[src/rtl/control_pkg.sv]
// Shared encodings for the multicycle controller and the datapath it drives:
// state codes, opcodes, mux/ALU select values and the bundled control word.
package control_pkg;

  typedef enum logic [4:0] {
    ST_RST     = 5'd0,
    ST_FETCH   = 5'd1,
    ST_DECODE  = 5'd2,
    ST_EX_R    = 5'd3,
    ST_EX_I    = 5'd4,
    ST_WB_ALU  = 5'd5,
    ST_MEM_ADR = 5'd6,
    ST_MEM_RD  = 5'd7,
    ST_MEM_WB  = 5'd8,
    ST_MEM_WR  = 5'd9,
    ST_LLI     = 5'd10,
    ST_SLLI    = 5'd11,
    ST_CMP     = 5'd12,
    ST_BR      = 5'd13,
    ST_JMP     = 5'd14,
    ST_OUT     = 5'd15,
    ST_HALT    = 5'd16
  } state_t;

  localparam logic [4:0] OP_ADD  = 5'h00;
  localparam logic [4:0] OP_SUB  = 5'h01;
  localparam logic [4:0] OP_AND  = 5'h02;
  localparam logic [4:0] OP_OR   = 5'h03;
  localparam logic [4:0] OP_ADDI = 5'h04;
  localparam logic [4:0] OP_SUBI = 5'h05;
  localparam logic [4:0] OP_ANDI = 5'h06;
  localparam logic [4:0] OP_ORI  = 5'h07;
  localparam logic [4:0] OP_LW   = 5'h08;
  localparam logic [4:0] OP_SW   = 5'h09;
  localparam logic [4:0] OP_LLI  = 5'h0A;
  localparam logic [4:0] OP_SLLI = 5'h0B;
  localparam logic [4:0] OP_CMP  = 5'h0C;
  localparam logic [4:0] OP_BR   = 5'h0D;
  localparam logic [4:0] OP_JMP  = 5'h0E;
  localparam logic [4:0] OP_OUT  = 5'h0F;
  localparam logic [4:0] OP_HALT = 5'h10;

  localparam logic [1:0] ALU_ADD = 2'b00;
  localparam logic [1:0] ALU_SUB = 2'b01;
  localparam logic [1:0] ALU_AND = 2'b10;
  localparam logic [1:0] ALU_OR  = 2'b11;

  localparam logic [1:0] IORD_PC     = 2'b00;
  localparam logic [1:0] IORD_ALUOUT = 2'b01;

  localparam logic [1:0] RS_ALUOUT = 2'b00;
  localparam logic [1:0] RS_MDR    = 2'b01;
  localparam logic [1:0] RS_IMM    = 2'b10;

  localparam logic [1:0] PCS_ALU    = 2'b00;
  localparam logic [1:0] PCS_ALUOUT = 2'b01;
  localparam logic [1:0] PCS_JUMP   = 2'b10;

  localparam logic [1:0] SRCA_PC = 2'b00;
  localparam logic [1:0] SRCA_A  = 2'b01;

  localparam logic [1:0] SRCB_B     = 2'b00;
  localparam logic [1:0] SRCB_TWO   = 2'b01;
  localparam logic [1:0] SRCB_SEXT  = 2'b10;
  localparam logic [1:0] SRCB_SHIFT = 2'b11;

  typedef struct packed {
    logic [1:0] iord;
    logic [1:0] aluop;
    logic [1:0] regsrc;
    logic [1:0] pcsrc;
    logic [1:0] alusrca;
    logic [1:0] alusrcb;
    logic       memw;
    logic       regw;
    logic       mdrw;
    logic       srw;
    logic       irw;
    logic       pcw;
    logic       compcodew;
    logic       outputw;
    logic       aluoutw;
    logic       islli;
    logic       isslli;
    logic       isdecode;
    logic       illegal;
    logic       halted;
  } ctrl_t;

endpackage

[src/rtl/control_decode.sv]
// Combinational state-to-control decoder; every field not set for a state is 0.
import control_pkg::*;

module control_decode (
  input  state_t     state,
  input  logic [1:0] alu_fn,
  input  logic       cond_true,
  input  logic       bad_op,
  output ctrl_t      ctrl
);

  always_comb begin
    ctrl = '0;
    case (state)
      ST_FETCH: begin
        ctrl.iord    = IORD_PC;
        ctrl.irw     = 1'b1;
        ctrl.alusrca = SRCA_PC;
        ctrl.alusrcb = SRCB_TWO;
        ctrl.aluop   = ALU_ADD;
        ctrl.pcsrc   = PCS_ALU;
        ctrl.pcw     = 1'b1;
      end
      ST_DECODE: begin
        ctrl.isdecode = 1'b1;
        ctrl.alusrca  = SRCA_PC;
        ctrl.alusrcb  = SRCB_SHIFT;
        ctrl.aluop    = ALU_ADD;
        ctrl.aluoutw  = 1'b1;
        ctrl.illegal  = bad_op;
      end
      ST_EX_R: begin
        ctrl.alusrca = SRCA_A;
        ctrl.alusrcb = SRCB_B;
        ctrl.aluop   = alu_fn;
        ctrl.aluoutw = 1'b1;
      end
      ST_EX_I: begin
        ctrl.alusrca = SRCA_A;
        ctrl.alusrcb = SRCB_SEXT;
        ctrl.aluop   = alu_fn;
        ctrl.aluoutw = 1'b1;
      end
      ST_WB_ALU: begin
        ctrl.regsrc = RS_ALUOUT;
        ctrl.regw   = 1'b1;
      end
      ST_MEM_ADR: begin
        ctrl.alusrca = SRCA_A;
        ctrl.alusrcb = SRCB_SEXT;
        ctrl.aluop   = ALU_ADD;
        ctrl.aluoutw = 1'b1;
      end
      ST_MEM_RD: begin
        ctrl.iord = IORD_ALUOUT;
        ctrl.mdrw = 1'b1;
      end
      ST_MEM_WB: begin
        ctrl.regsrc = RS_MDR;
        ctrl.regw   = 1'b1;
      end
      ST_MEM_WR: begin
        ctrl.iord = IORD_ALUOUT;
        ctrl.memw = 1'b1;
      end
      ST_LLI: begin
        ctrl.islli  = 1'b1;
        ctrl.regsrc = RS_IMM;
        ctrl.regw   = 1'b1;
      end
      ST_SLLI: begin
        ctrl.isslli = 1'b1;
        ctrl.regsrc = RS_IMM;
        ctrl.regw   = 1'b1;
      end
      ST_CMP: begin
        ctrl.alusrca   = SRCA_A;
        ctrl.alusrcb   = SRCB_B;
        ctrl.aluop     = ALU_SUB;
        ctrl.compcodew = 1'b1;
        ctrl.srw       = 1'b1;
      end
      ST_BR: begin
        ctrl.pcsrc = PCS_ALUOUT;
        ctrl.pcw   = cond_true;
      end
      ST_JMP: begin
        ctrl.pcsrc = PCS_JUMP;
        ctrl.pcw   = 1'b1;
      end
      ST_OUT:  ctrl.outputw = 1'b1;
      ST_HALT: ctrl.halted  = 1'b1;
      default: ;
    endcase
  end

endmodule

[src/rtl/multicycle_control.sv]
// Multicycle CPU control FSM: sequences fetch/decode/execute/memory/writeback
// and drives every datapath control input; state is also exported on state_dbg.
import control_pkg::*;

module multicycle_control #(
  parameter int OPCODE_W     = 5,
  parameter bit ILLEGAL_TRAP = 1'b0
) (
  input  logic                CLK,
  input  logic                reset,
  input  logic [OPCODE_W-1:0] opcode,
  input  logic                cond_true,
  output logic [1:0]          IorD,
  output logic [1:0]          aluop,
  output logic [1:0]          regsrc,
  output logic [1:0]          pcsrc,
  output logic [1:0]          aluSrcA,
  output logic [1:0]          aluSrcB,
  output logic                memw,
  output logic                regw,
  output logic                mdrw,
  output logic                srw,
  output logic                irw,
  output logic                pcw,
  output logic                compcodew,
  output logic                outputw,
  output logic                aluoutw,
  output logic                isLLI,
  output logic                isSLLI,
  output logic                isDecode,
  output logic                illegal,
  output logic                halted,
  output logic [4:0]          state_dbg
);

  state_t     state, state_nxt;
  logic [1:0] alu_fn;
  logic       bad_op;
  ctrl_t      ctrl;

  assign bad_op = opcode > OPCODE_W'(OP_HALT);

  // alu_fn holds the ALU function captured in DECODE, so the execute states
  // do not depend on opcode staying stable after decode.
  always_ff @(posedge CLK or negedge reset) begin
    if (!reset) begin
      state  <= ST_RST;
      alu_fn <= '0;
    end else begin
      state <= state_nxt;
      if (state == ST_DECODE) alu_fn <= opcode[1:0];
    end
  end

  always_comb begin
    state_nxt = ST_FETCH;
    case (state)
      ST_RST:   state_nxt = ST_FETCH;
      ST_FETCH: state_nxt = ST_DECODE;
      ST_DECODE: begin
        if (opcode <= OPCODE_W'(OP_OR))                                   state_nxt = ST_EX_R;
        else if (opcode <= OPCODE_W'(OP_ORI))                             state_nxt = ST_EX_I;
        else if (opcode == OPCODE_W'(OP_LW) || opcode == OPCODE_W'(OP_SW)) state_nxt = ST_MEM_ADR;
        else if (opcode == OPCODE_W'(OP_LLI))                             state_nxt = ST_LLI;
        else if (opcode == OPCODE_W'(OP_SLLI))                            state_nxt = ST_SLLI;
        else if (opcode == OPCODE_W'(OP_CMP))                             state_nxt = ST_CMP;
        else if (opcode == OPCODE_W'(OP_BR))                              state_nxt = ST_BR;
        else if (opcode == OPCODE_W'(OP_JMP))                             state_nxt = ST_JMP;
        else if (opcode == OPCODE_W'(OP_OUT))                             state_nxt = ST_OUT;
        else if (opcode == OPCODE_W'(OP_HALT))                            state_nxt = ST_HALT;
        else                                      state_nxt = ILLEGAL_TRAP ? ST_HALT : ST_FETCH;
      end
      ST_EX_R, ST_EX_I: state_nxt = ST_WB_ALU;
      ST_MEM_ADR: state_nxt = (opcode == OPCODE_W'(OP_LW)) ? ST_MEM_RD : ST_MEM_WR;
      ST_MEM_RD:  state_nxt = ST_MEM_WB;
      ST_HALT:    state_nxt = ST_HALT;
      // every other state finishes its instruction; unknown codes recover here too
      default:    state_nxt = ST_FETCH;
    endcase
  end

  control_decode u_decode (
    .state     (state),
    .alu_fn    (alu_fn),
    .cond_true (cond_true),
    .bad_op    (bad_op),
    .ctrl      (ctrl)
  );

  assign IorD      = ctrl.iord;
  assign aluop     = ctrl.aluop;
  assign regsrc    = ctrl.regsrc;
  assign pcsrc     = ctrl.pcsrc;
  assign aluSrcA   = ctrl.alusrca;
  assign aluSrcB   = ctrl.alusrcb;
  assign memw      = ctrl.memw;
  assign regw      = ctrl.regw;
  assign mdrw      = ctrl.mdrw;
  assign srw       = ctrl.srw;
  assign irw       = ctrl.irw;
  assign pcw       = ctrl.pcw;
  assign compcodew = ctrl.compcodew;
  assign outputw   = ctrl.outputw;
  assign aluoutw   = ctrl.aluoutw;
  assign isLLI     = ctrl.islli;
  assign isSLLI    = ctrl.isslli;
  assign isDecode  = ctrl.isdecode;
  assign illegal   = ctrl.illegal;
  assign halted    = ctrl.halted;
  assign state_dbg = state;

endmodule

[config.mk]
export PLATFORM = sky130hd
export DESIGN_NAME = multicycle_control
export DESIGN_NICKNAME = d
export VERILOG_FILES = /design/src/rtl/control_pkg.sv /design/src/rtl/control_decode.sv /design/src/rtl/multicycle_control.sv
export SDC_FILE = /design/constraint.sdc
export NUM_CORES = 1
export LEC_CHECK = 0
export BUFFER_PORTS_ARGS = -buffer_cell sky130_fd_sc_hd__buf_2
export CAP_MARGIN = 20
export CORE_MARGIN = 3
export CORE_UTILIZATION = 39
export DETAILED_ROUTE_END_ITERATION = 16
export PLACE_DENSITY = 0.74
export SLEW_MARGIN = 20
export SYNTH_ARGS = -nofsm -noshare
export SYNTH_HDL_FRONTEND = slang
export SYNTH_SLANG_ARGS = --single-unit
export TNS_END_PERCENT = 50
[constraint.sdc]
create_clock -name CLK -period 1.65 [get_ports CLK]
set_clock_uncertainty 0.1 [all_clocks]
set_input_delay 0.33 -clock CLK [delete_from_list [all_inputs] [get_ports CLK]]
set_output_delay 0.33 -clock CLK [all_outputs]
set_load 0.01 [all_outputs]
Word level (Yosys, flattened, before mapping):

Cells that the tools add are included.

* mux-type cells: 29
* $lt $le $gt $ge: 3
* equal/unequal tests: 25
* reductions and logical operators: 9

Operators by type and width (number)
* 5-bit by 4-bit equality test with 1-bit output (second input constant): 16
* 5-bit 2-to-1 mux: 10
* 5-bit one-hot mux with 6 select lines: 1
* 5-bit by 3-bit equality test with 1-bit output (second input constant): 4
* 2-bit one-hot mux with 2 select lines: 3
* 3-bit one-hot mux with 4 select lines: 1
* 2-bit OR reduction: 6
* 1-bit 2-to-1 mux: 11
* 5-bit by 2-bit equality test with 1-bit output (second input constant): 2
* 5-bit equality test (second input constant): 2
* 4-bit OR reduction: 2
* 5-bit by 1-bit equality test with 1-bit output (second input constant): 1
* 5-bit > comparator (second input constant): 1
* 5-bit by 2-bit <= comparator with 1-bit output (second input constant): 1
* 5-bit by 3-bit <= comparator with 1-bit output (second input constant): 1
* 4-bit 2-to-1 mux: 1
* 2-bit 2-to-1 mux: 1
* 1-bit one-hot mux with 2 select lines: 1
* 1-bit logical OR: 1

* output and inout port bits: 31
* bits of input ports: 8
* register bits after elaboration: 7
* logic and storage cells: 68

Logic depth before layout (Yosys ltp):

Gate-level depths: netlist (run 1).

* depth in word-level cells: 12
* gate-level depth with buffers: 6
* gate-level depth less buffers: 5

By module:

A second synthesis (run 1) with hierarchy kept.

* cells, all modules: 113
* area, all modules: 847.1 µm²

By module, submodules not included
* multicycle_control: times used 1, cells each 52, area each 493.0 µm²
* control_decode: times used 1, cells each 61, area each 354.1 µm²

Worst setup path before layout (run 1):

Ideal clock, no wire load.

* kind: reg-to-output
* from: register state[2] (netlist: state_dbg[2])
* to: output port srw
* path buffers: 2
* data arrival time: 1.379 ns
* stages on the path, launching flop included: 5
* data required time: 1.220 ns
* slack: -0.159 ns
* cells stage by stage: dfrtp_1 buf_2 nand3b_1 nor3_1 buf_4

* word-level cells in the longest chain between the ends: 2

Ends and longest elaborated chain
* start: declaration: RTL line multicycle_control.sv:36 `state_t state, state_nxt;`
* start signal: assignment: RTL line multicycle_control.sv:50 `state <= state_nxt;`
* 5-bit by 4-bit equality test with 1-bit output
* 1-bit 2-to-1 mux
* end: declaration: RTL line multicycle_control.sv:22 `output logic srw,`

Every way passes these cells.

Worst setup path in the final report (run 1):

* from: register state[2] (netlist: state_dbg[2])
* to: output port IorD[0]

* word-level cells in the longest chain between the ends: 3

Ends and longest elaborated chain
* 5-bit by 3-bit equality test with 1-bit output / 5-bit by 4-bit equality test with 1-bit output (equally long branches): RTL line control_decode.sv:14 `case (state)`
* 2-bit OR reduction (no line) (*)
* 1-bit 2-to-1 mux (*): RTL line control_decode.sv:14
* end: declaration: RTL line multicycle_control.sv:13 `output logic [1:0] IorD,`

Mark *: on every way between the ends. The rest lies on a longest branch, timed or not.

==> metrics.cfg, run 1 <==
[die]
num_rows=15
dieArea_um2=2443
ios=39
die_h_um=49.43
core_area_um2=1745
die_x_um=49.43
initial_core_util_pct=42.15

[drt]
drtPass1Iterations=4
ant_nets=0
drt_iter0_drc=28
num_vias=1035
wl_per_cell_um=14.36
viasPerCell=5.227
drc_errors=0
wirelength_um=2844

[setup_path]
critPathMaxFanout=5
crit_arrival_ns=1.60
startpoint_type=flop
crit_path_end_kind=output port
worstPathRequired_ns=1.22
worstSetupPathType=reg2out

[placement]
io_buffers=36
dp_hpwl_um=1866
gp_congestion=0.8840
place_area_um2=1097

[layout]
layout-drive-gt1-share_pct=65.32
fin_area_um2=1435
layout_commonest_cell=buf_2
finish.utilization_pct=82.22
mostFrequentLayoutCells=34 x buf_2, 24 x buf_4, 13 x buf_6
fin_nets=182
area_growth_pct=95.07
antenna_cells=0

[timing]
rsz0062_at_grt=true
holdWs_ns=0.2744
min_period_ns=2.032
final-setup-viol-count=28
period_share_pct=123.1
postLayoutSetupSlackWorst_ns=-0.3817
slew_viol_final=0
hold_viol=0
timing.fmax_mhz=492.2

[grt]
antenna_found_initial=0
gr-total-overflow=0
grt_pass1_vias=974
grt_pass1_wl_um=4478
grt_max_degree=10
gr-usage-all-layers_pct=22.78

[synthesis]
syn_inst=102
ys_warn_count=0
syn_area_um2=735.7
syn_area_per_cell_um2=7.213
synth_seq_cells=7
synth-seq-area-share_pct=23.81
synth_cell_types=38

[run_status]
outcome=finished, violations left
violations=negative setup slack

[clock_tree]
cts_max_path_buffers=2
clk_pin_slew_worst_paths_ns=0.05
cts_buffers=3
cts_tree=yes
root_buffer=clkbuf_4
htreeDepth=1
clock-sinks=7
clk_latency_ns=0.25

[power]
worst_ir_drop_vdd_mv=1.244
cellLeakagePower_uw=0.0007486
pwr_density_cell_nw_per_um2=1661

[min_path]
hp-class=in2reg

[run]
max_cap_violations=0

[metrics by stage]
stage | instances | TNS [ns] | setup slack [ns] | total power, µW
CTS | 193 | -6.163 | -0.3892 | 2154
global placement | 178 | -0.7326 | -0.1025 | 1608
floorplan | 103 | -0.1004 | -0.05651 | 1060
detailed placement | 178 | -1.283 | -0.1729 | 1645
global route | 198 | -8.596 | -0.4267 | 2549
finish | 198 | -6.558 | -0.3817 | 2383
[worst max-delay path, stage by stage (launching register included)]
cell and delay (ns):
dfrtp_2 0.40, buf_6 0.10, or3b_4 0.37, or2_4 0.27, o21ai_2 0.06, buf_2 0.15
[what timing repair did]
item	CTS	global route
hold buffers	1	0
endpoints found under the hold margin	7	0
pin swaps	13	6
cloned	0	0
endpoints found under the setup margin	26	30
resized for setup	25	23
buffers inserted	10	5
[cells in the mapped netlist (all sizes together)]
| library cell | count | area share [%] |
|---|---|---|
| nor2 | 14 | 7.1 |
| nand2 | 11 | 6.6 |
| buf | 7 | 6.1 |
| dfrtp | 7 | 24 |
| inv | 6 | 3.1 |
| nand2b | 6 | 6.1 |
| o21ai | 6 | 4.1 |
| a21oi | 4 | 2.7 |
| nand3b | 4 | 4.1 |
| nor3 | 4 | 4.1 |
| nand3 | 3 | 2.0 |
| or3b | 3 | 3.6 |
| a211oi | 2 | 2.0 |
| a31oi | 2 | 1.7 |
| clkbuf | 2 | 1.0 |
| nand4b | 2 | 2.4 |
| nor4 | 2 | 1.7 |
| or2 | 2 | 1.7 |
| or3 | 2 | 1.7 |
| a211o | 1 | 1.2 |
| a21boi | 1 | 1.0 |
| a21o | 1 | 1.0 |
| and2 | 1 | 0.85 |
| and2b | 1 | 1.4 |
| conb | 1 | 0.51 |
| mux2 | 1 | 1.5 |
| mux2i | 1 | 1.4 |
| nand4 | 1 | 0.85 |
| nor3b | 1 | 1.0 |
| o21ba | 1 | 1.4 |
| o31a | 1 | 1.2 |
| o31ai | 1 | 1.0 |
[layout make-up]
| cell class | count | area [µm²] |
|---|---|---|
| clock buffer | 4 | 26.28 |
| fill | 110 | 310.3 |
| inverter | 6 | 27.53 |
| multi-input combinational | 81 | 608.1 |
| sequential | 7 | 180.2 |
| tap | 25 | 31.28 |
| timing repair buffer | 75 | 561.8 |
[final timing paths]
| check | startpoint | endpoint | slack [ns] | cells past startpoint |
|---|---|---|---|---|
| max | state_dbg[2]$_DFF_PN0_ | IorD[0] | -0.38 | 5 |
| min | opcode[0] | alu_fn[0]$_DFFE_PN0P_ | 0.27 | 3 |
| max reg2reg | state_dbg[2]$_DFF_PN0_ | state_dbg[3]$_DFF_PN0_ | -0.24 | 8 |
| min reg2reg | alu_fn[0]$_DFFE_PN0P_ | alu_fn[0]$_DFFE_PN0P_ | 0.40 | 2 |
| max in group asynchronous | reset | state_dbg[1]$_DFF_PN0_ | 0.94 | 2 |
| min in group asynchronous | reset | alu_fn[0]$_DFFE_PN0P_ | 0.34 | 2 |
[cell families (layout without fill, tap and decap cells)]
family                 Yosys count  count (layout)  synth area share [%]
muxes                            2               2                 2.891
AOI/OAI and AO/OA               20              20                 17.35
buffers and inverters           15              85                 10.20
other                            1               2                0.5097
DFF                              7               7                 23.81
and+or+nand+nor                 57              57                 45.24
[power by group]
group          internal (µW)  switching, µW
sequential               246            103
combinational           1020            858
clock                   92.3           62.9
total                   1360           1020
[metal layers]
metal / global-route usage [%] / share of wire (%) / vias up
met2: 44.64 / 54 / 37
met4: 5.991 / 0.49 / 0
met5: 0 / 0 / -
met3: 3.976 / 5.1 / 3
li1: - / - / 493
met1: 24.58 / 41 / 502
[state kept, by name (all words and copies together) (netlist names)]
signal and count:
state_dbg 5, alu_fn 2
Power figures use the tool's default switching activity.
==> run 2: changes to the inputs <==
CAP_MARGIN = not set   (was 20)
SETUP_SLACK_MARGIN = 0.3   (was not set)
==> run 2 against run 1 <==
  * The run still ends with negative setup slack left
  * Power grew 7.8%
  * Global-route usage up 2.6 points
  * Utilization increased by 4.5 points
  * First-iteration DRC count up 50%
  * Die area is the same
  * Wire length up 19%
  * Critical endpoint is now aluop[1]
  * Critical path depth unchanged
  * Fmax is 1.5% lower
  * Critical path type unchanged
  * Flip-flop and latch count unchanged
  * Non-clock buffer count grew 4
  * Worst setup slack got worse by 0.032 ns
==> metrics.cfg, run 2 (same netlist as run 1, synthesis figures left out) <==
[clock_tree]
cts_max_path_buffers=2
clk_pin_slew_worst_paths_ns=0.05
htreeDepth=1
root_buffer=clkbuf_4
clk_latency_ns=0.25
cts_buffers=3
clock-sinks=7
cts_tree=yes

[setup_path]
rrSetupSlack_ns=-0.08
reg2regPathDepth=6
worstPathRequired_ns=1.22
crit_arrival_ns=1.63
worstSetupPathType=reg2out
critPathMaxFanout=8
endpoint=aluop[1]
r2r-start=state_dbg[2]$_DFF_PN0_
crit_path_end_kind=output port
startpoint_type=flop
crit_path_start=state_dbg[2]$_DFF_PN0_
r2r-end=state_dbg[3]$_DFF_PN0_

[grt]
use_met3_pct=4.893
grt_busiest_layer=met2
gr-usage-all-layers_pct=25.43
grt_use_met1_pct=28.79
use_met2_pct=47.77
gr-total-overflow=0
antenna_found_initial=0
grt_pass1_wl_um=4892
grt_pass1_vias=996
grt_max_degree=10

[power]
cellLeakagePower_uw=0.0007623
p_sw_uw=1144
clkPwrFrac_pct=6.0
pwr_density_cell_nw_per_um2=1696
seqPwrFrac_pct=12.6
p_sw_share_pct=44.55
power_frac_comb_pct=81.4
worst_ir_drop_vdd_mv=1.192
internal_power_uw=1424

[timing]
tightest_slew_ns=0.5102
postLayoutSetupSlackWorst_ns=-0.4133
timing.fmax_mhz=484.7
period_share_pct=125.0
final-setup-viol-count=27
rsz0062_at_grt=true
slew_viol_final=0
relSlewSlack_pct=65.67
hold_viol=0
min_period_ns=2.063

[placement]
dp_hpwl_um=1850
gp_congestion=0.7804
place_ws_ns=-0.1753
io_buffers=36
place_area_um2=1112

[drt]
drtPass1Iterations=4
ant_nets=0
viasPerCell=5.421
drc_errors=0
drt_iter0_drc=42
wirelength_um=3384
num_vias=1095
wl_per_cell_um=16.75

[layout]
area_growth_pct=105.8
layout-drive-gt1-share_pct=68.36
fin_area_um2=1514
fin_nets=186
antenna_cells=0
mostFrequentLayoutCells=31 x buf_2, 30 x buf_4, 15 x buf_6
largest_register_ffs=5
layout_commonest_cell=buf_2

[die]
num_rows=15
die_h_um=49.43
dieArea_um2=2443
core_area_um2=1745
ios=39
initial_core_util_pct=42.15
die_x_um=49.43

[run_status]
violations=negative setup slack
outcome=finished, violations left

[min_path]
min_path_cells=3
hp-class=in2reg

[run]
max_cap_violations=0

-- run 2: cell count changes in the layout (fill, tap and decap cells not counted), sizes merged --
cell,change
clkinv,-1
buf,+4
inv,+1
-- run 2: power by group through the flow --
stage          clock [µW]  combinational (µW)  sequential, µW
2_1_floorplan           0                 856             339
3_3_place_gp            0                1340             328
6_report              154                2090             324
5_1_grt               169                2210             334
4_1_cts               155                1790             305
3_5_place_dp            0                1370             333
-- run 2: layout make-up --
type                            instances  area, µm²
Clock buffer                            4      26.28
Multi-Input combinational cell         81      659.4
Sequential cell                         7      180.2
Tap cell                               25      31.28
Timing Repair Buffer                   79      594.3
Fill cell                              87      231.5
Inverter                                6      22.52
-- run 2: how the worst min path moves through the flow --
stage / start / endpoint / slack [ns]
after global routing: opcode[0] / alu_fn[0]$_DFFE_PN0P_ / 0.27
after global placement: reset / alu_fn[1]$_DFFE_PN0P_ / 0.07
after CTS: opcode[0] / alu_fn[0]$_DFFE_PN0P_ / 0.23
after floorplan: reset / alu_fn[0]$_DFFE_PN0P_ / -0.07
after detailed placement: reset / alu_fn[0]$_DFFE_PN0P_ / 0.07
final: opcode[0] / alu_fn[0]$_DFFE_PN0P_ / 0.23
-- run 2: critical path: stages (launching register included) --
cell and delay [ns]:
dfrtp_2 0.46, nand2b_4 0.16, mux2_4 0.28, nor3_4 0.20, and2_4 0.18, buf_6 0.10
-- run 2: what timing repair did --
item | CTS | global route
gates cloned | 0 | 0
pin swaps | 16 | 12
endpoints found under the hold margin | 7 | 0
endpoints found under the setup margin | 36 | 36
hold buffers | 1 | 0
resized for setup | 30 | 15
buffers inserted | 16 | 6
-- run 2: metal layers --
metal  vias to the layer above  share of wire [%]
met2                        56                 52
li1                        503                  -
met4                         0                2.4
met1                       524                 39
met3                        12                6.2
met5                         -                  0
-- run 2: stage by stage --
stage	total power, µW	hold WS [ns]	setup TNS, ns	std cells	utilization, %
final	2568	0.2302	-6.512	202	86.74
after global routing	2716	0.2666	-8.144	202	86.74
after CTS	2247	0.2350	-4.984	196	79.50
after detailed placement	1698	0.07034	-0.6124	175	63.73
after global placement	1668	0.06620	-0.3160	175	63.73
after floorplan	1195	-0.06559	-0.1780	103	-
